$ cat src/rtl/booth_mac_accumulator.sv
// Accumulates groups of signed Booth products (one per done_in rising edge) with
// saturation, and hands completed sums to a one-entry valid/ready output register.
module booth_mac_accumulator #(
    parameter int unsigned ACC_W  = 24,
    parameter int unsigned PROD_W = 16
) (
    input  logic                     clk,
    input  logic                     rst,
    input  logic signed [PROD_W-1:0] product_in,
    input  logic                     done_in,
    input  logic [3:0]               acc_len,
    input  logic                     clear,
    output logic signed [ACC_W-1:0]  sum_out,
    output logic                     sum_sat,
    output logic                     sum_valid,
    input  logic                     sum_ready,
    output logic                     busy,
    output logic                     lost
);

    localparam int unsigned CNT_W = 5;
    localparam logic signed [ACC_W-1:0] ACC_MAX = {1'b0, {(ACC_W-1){1'b1}}};
    localparam logic signed [ACC_W-1:0] ACC_MIN = {1'b1, {(ACC_W-1){1'b0}}};

    logic                    done_q, done_d;
    logic signed [ACC_W-1:0] acc_q, acc_d;
    logic [CNT_W-1:0]        count_q, count_d;
    logic [CNT_W-1:0]        len_q, len_d;
    logic                    grp_sat_q, grp_sat_d;
    logic signed [ACC_W-1:0] sum_out_q, sum_out_d;
    logic                    sum_sat_q, sum_sat_d;
    logic                    sum_valid_q, sum_valid_d;
    logic                    lost_q, lost_d;
    logic                    busy_q, busy_d;

    logic                    take;
    logic signed [ACC_W-1:0] ext;
    logic signed [ACC_W:0]   wide;
    logic                    ovf;
    logic [CNT_W-1:0]        len_eff;
    logic signed [ACC_W-1:0] acc_new;
    logic                    sat_new;
    logic [CNT_W-1:0]        cnt_new;
    logic                    complete;

    // Datapath and next-state logic for the group accumulator and output slot.
    always_comb begin
        done_d      = done_in;
        acc_d       = acc_q;
        count_d     = count_q;
        len_d       = len_q;
        grp_sat_d   = grp_sat_q;
        sum_out_d   = sum_out_q;
        sum_sat_d   = sum_sat_q;
        sum_valid_d = sum_valid_q;
        lost_d      = lost_q;
        complete    = 1'b0;

        take = done_in && !done_q;
        ext  = ACC_W'(product_in);
        wide = (ACC_W+1)'(acc_q) + (ACC_W+1)'(ext);
        ovf  = wide[ACC_W] ^ wide[ACC_W-1];

        // First product of a group latches the length and seeds the accumulator.
        if (count_q == '0) begin
            len_eff = (acc_len == 4'd0) ? CNT_W'(16) : CNT_W'(acc_len);
            acc_new = ext;
            sat_new = 1'b0;
            cnt_new = CNT_W'(1);
        end else begin
            len_eff = len_q;
            acc_new = ovf ? (wide[ACC_W] ? ACC_MIN : ACC_MAX) : wide[ACC_W-1:0];
            sat_new = grp_sat_q | ovf;
            cnt_new = count_q + CNT_W'(1);
        end

        if (clear) begin
            acc_d       = '0;
            count_d     = '0;
            grp_sat_d   = 1'b0;
            sum_valid_d = 1'b0;
            sum_sat_d   = 1'b0;
            lost_d      = 1'b0;
        end else begin
            if (take) begin
                len_d = len_eff;
                if (cnt_new == len_eff) begin
                    complete  = 1'b1;
                    acc_d     = '0;
                    count_d   = '0;
                    grp_sat_d = 1'b0;
                end else begin
                    acc_d     = acc_new;
                    count_d   = cnt_new;
                    grp_sat_d = sat_new;
                end
            end
            // Output slot: load when free or draining this cycle, else drop the group.
            if (complete) begin
                if (!sum_valid_q || sum_ready) begin
                    sum_out_d   = acc_new;
                    sum_sat_d   = sat_new;
                    sum_valid_d = 1'b1;
                end else begin
                    lost_d = 1'b1;
                end
            end else if (sum_valid_q && sum_ready) begin
                sum_valid_d = 1'b0;
            end
        end

        busy_d = (count_d != '0);
    end

    always_ff @(posedge clk or posedge rst) begin
        if (rst) begin
            done_q      <= 1'b1;
            acc_q       <= '0;
            count_q     <= '0;
            len_q       <= '0;
            grp_sat_q   <= 1'b0;
            sum_out_q   <= '0;
            sum_sat_q   <= 1'b0;
            sum_valid_q <= 1'b0;
            lost_q      <= 1'b0;
            busy_q      <= 1'b0;
        end else begin
            done_q      <= done_d;
            acc_q       <= acc_d;
            count_q     <= count_d;
            len_q       <= len_d;
            grp_sat_q   <= grp_sat_d;
            sum_out_q   <= sum_out_d;
            sum_sat_q   <= sum_sat_d;
            sum_valid_q <= sum_valid_d;
            lost_q      <= lost_d;
            busy_q      <= busy_d;
        end
    end

    assign sum_out   = sum_out_q;
    assign sum_sat   = sum_sat_q;
    assign sum_valid = sum_valid_q;
    assign busy      = busy_q;
    assign lost      = lost_q;

endmodule

$ cat config.mk
export PLATFORM = sky130hd
export DESIGN_NAME = booth_mac_accumulator
export DESIGN_NICKNAME = d
export VERILOG_FILES = /design/src/rtl/booth_mac_accumulator.sv
export SDC_FILE = /design/constraint.sdc
export NUM_CORES = 1
export LEC_CHECK = 0
export ABC_CLOCK_PERIOD_IN_PS = 4700
export CORE_UTILIZATION = 32
export CTS_CLUSTER_SIZE = 28
export DETAILED_ROUTE_END_ITERATION = 10
export PLACE_DENSITY_LB_ADDON = 0.3
export SLEW_MARGIN = 25
export SYNTH_ARGS = -nofsm -noshare
export SYNTH_HDL_FRONTEND = slang
export SYNTH_SLANG_ARGS = --single-unit
$ cat constraint.sdc
create_clock -name clk -period 4.7 [get_ports clk]
set_input_delay 0.94 -clock clk [delete_from_list [all_inputs] [get_ports clk]]
set_output_delay 0.94 -clock clk [all_outputs]
set_load 0.005 [all_outputs]
==> out/metrics.yaml <==
ioPinCount: 53
synth_cells: 469
power.leakage_nw: 2.34
grt_antenna_before_repair: 0
routed_via_density: 5.27
drc: 0
critPathMaxStageDelay_ns: 0.47
drtIter0Drc: 262
syn_nets: 521
numCtsBuffers: 9
peakVddDrop_mv: 0.222
total_power_mw: 1.85
critPathArrivalTime_ns: 4.52
postSynthAreaPerCell_um2: 9.29
final_cell_count_no_fill: 707
setup_violations: 0
ys_types: 61
post-route-util_pct: 40.8
hold_slack_ns: 0.472
syn_to_final_growth_pct: 23.9
fin_crit_ns: 4.30
endpoint_kind: "flip-flop"
timing.fmax_ghz: 0.232
criticalPathCategory: "in2reg"
relSlewSlack_pct: 41.9
ys_ff_latch: 64
start_util_pct: 32.9
nNetsFinal: 578
htree_levels: 3
setup_tns_ns: 0
yosys.area.top_type: "dfrtp_1"
drt_wl_total_mm: 11.3
synth-edff-count: 0
yosysTopAreaCellShare_pct: 36.2
holdBufCountCts: 0
cp_slowest_cell: "o311ai_1"
ctsResizeCount: 0
drt-pass1-iter-count: 4
cts_tree: "done"
cts.clk_slew.worst_paths_ns: 0.06
finalHoldViolCount: 0
crit_path_max_fanout: 14
place_area_um2: 5120
place_hpwl_mm: 8.43
drive_gt1_share_pct: 11.9
postCtsSetupBuffers: 0
crit_end: "acc_q[1]"
grt_pass1_vias: 3734
post-route-period-util_pct: 91.6
fp.dieW_um: 119
overflow: 0
cts_buffer_depth: 2
grt_pass1_wl_mm: 19.2
synth_common_cells: "nand2_1, dfrtp_1, nor2_1"
fillCellCount: 1326
vias: 3723
clkLatencyLatePin_ns: 0.35
yosysWarnings: 0
r2r_cells: 11
pre_cts_slack_ns: 0.101
skew_ns: 0.0104
track_usage_pct: 17.3
rr_endpoint: "acc_q[1]"
post-place-cells: 691
rr_startpoint: "acc_q[0]"
cts_sinks: 64
maxCapViolations: 0
core_um2: 13200
die_h_um: 119
r2r_slack_ns: 1.07
status: "complete, no violations"
antenna_left: 0
p_per_area_nw_per_um2: 343
startpoint: "product_in[0]"
rows: 42
final_cell_area_um2: 5400
ys.flop_type: "dfrtp_1"
n_antenna_cell: 0
path_cells: "clkdlybuf4s50_1 > ha_1 > fa_1 > a211oi_1 > o21ai_1 > o311ai_1 > a21oi_1 > o311ai_1 > o311ai_4 > buf_4 > a21oi_1 > o31ai_1"
root_buffer: "clkbuf_16"
worstMarginPinSlew_ns: 0.869
cp.required_ns: 4.92
synth_area_um2: 4360
slew_violations: 0
detail_route.wl_per_cell_um: 16.0
min_path_type: "reg2reg"
synth_area_leaders: "dfrtp_1, ha_1, nand2_1, o31ai_1, a21oi_1"
io_buffers: 52
critical_path.startpoint_type: "primary input"
place_congestion: 0.821
async_flop_share_pct: 100
yosysMostFrequentCell: "nand2_1"
grt_max_degree: 51
setup_ws_ns: 0.397
ys_seq_area_share_pct: 36.8
rsz0062_at_grt: "no"
die-area_um2: 14100
[critical path: cells and delay by family]
kind | cells | cell delay (ns)
buf+inv | 2 | 0.74
compound gates | 8 | 2.14
fa+ha+maj | 2 | 0.69
[layout by cell type, fill, tap and decap left out, types with 3 or more instances in the layout]
cell	instances
a211oi_1	3
a21o_1	7
a21oi_1	37
a21oi_4	10
a22o_1	10
a31oi_1	5
a32oi_1	3
and3_1	3
buf_4	15
clkbuf_16	9
clkdlybuf4s50_1	52
clkinv_4	3
dfrtp_1	63
ha_1	26
inv_1	6
mux2_2	6
nand2_1	66
nand2b_1	7
nand3_1	3
nand4_1	3
nor2_1	48
nor2b_1	4
nor3_1	4
nor4_1	3
o211ai_1	7
o21ai_0	23
o21ai_1	3
o21bai_1	4
o31ai_1	29
xnor2_1	16
xnor3_1	4
xor2_1	10
[registers in the layout, summed over array words and instances, names as in the netlist]
register	count
acc_q	24
sum_out	24
count_q	5
len_q	5
busy	1
done_q	1
grp_sat_q	1
lost	1
sum_sat	1
sum_valid	1
[routing by layer]
| metal | vias up | part of all wire [%] | GRT usage [%] |
|---|---|---|---|
| met3 | 9 | 3.8 | 4.20 |
| met1 | 1823 | 49 | 23.1 |
| met5 | - | 0 | 0 |
| met4 | 0 | 1.1 | 5.85 |
| li1 | 1826 | - | - |
| met2 | 65 | 46 | 27.2 |
[cell families (layout without fill, tap and decap cells)]
| group | count (synthesis) | after routing | share of synthesized area (%) |
|---|---|---|---|
| AOI/OAI and AO/OA | 156 | 156 | 26.5 |
| xor gates and xnor gates | 30 | 30 | 7.29 |
| adders and majority gates | 27 | 27 | 7.92 |
| buffers and inverters | 28 | 90 | 3.07 |
| DFF | 64 | 64 | 36.8 |
| muxes | 7 | 7 | 1.78 |
| and+or+nand+nor | 157 | 157 | 16.6 |
[report_power, final]
part	total [mW]	switching (mW)	internal, mW
clock	0.633	0.271	0.362
combinational	0.541	0.272	0.269
sequential	0.676	0.0470	0.629
[worst min-delay path by stage]
stage | cells past startpoint | slack (ns) | endpoint | from
floorplan | 2 | 0.45 | acc_q[0] | acc_q[0]
global placement | 2 | 0.46 | sum_out[4] | sum_out[4]
detailed placement | 2 | 0.47 | sum_out[4] | sum_out[4]
CTS | 2 | 0.48 | sum_out[4] | sum_out[4]
global route | 2 | 0.51 | acc_q[9] | acc_q[9]
finish | 2 | 0.47 | sum_out[4] | sum_out[4]
[cell type report]
class,count,area (µm²),share of cell area (%)
Timing Repair Buffer,67,633,11.7
Inverter,7,28.8,0.533
Clock buffer,9,225,4.17
Sequential cell,64,1600,29.7
Multi-Input combinational cell,377,2630,48.8
Tap cell,176,220,4.08
Clock inverter,7,56.3,1.04
Note: power is estimated with default switching activity, not from simulation.
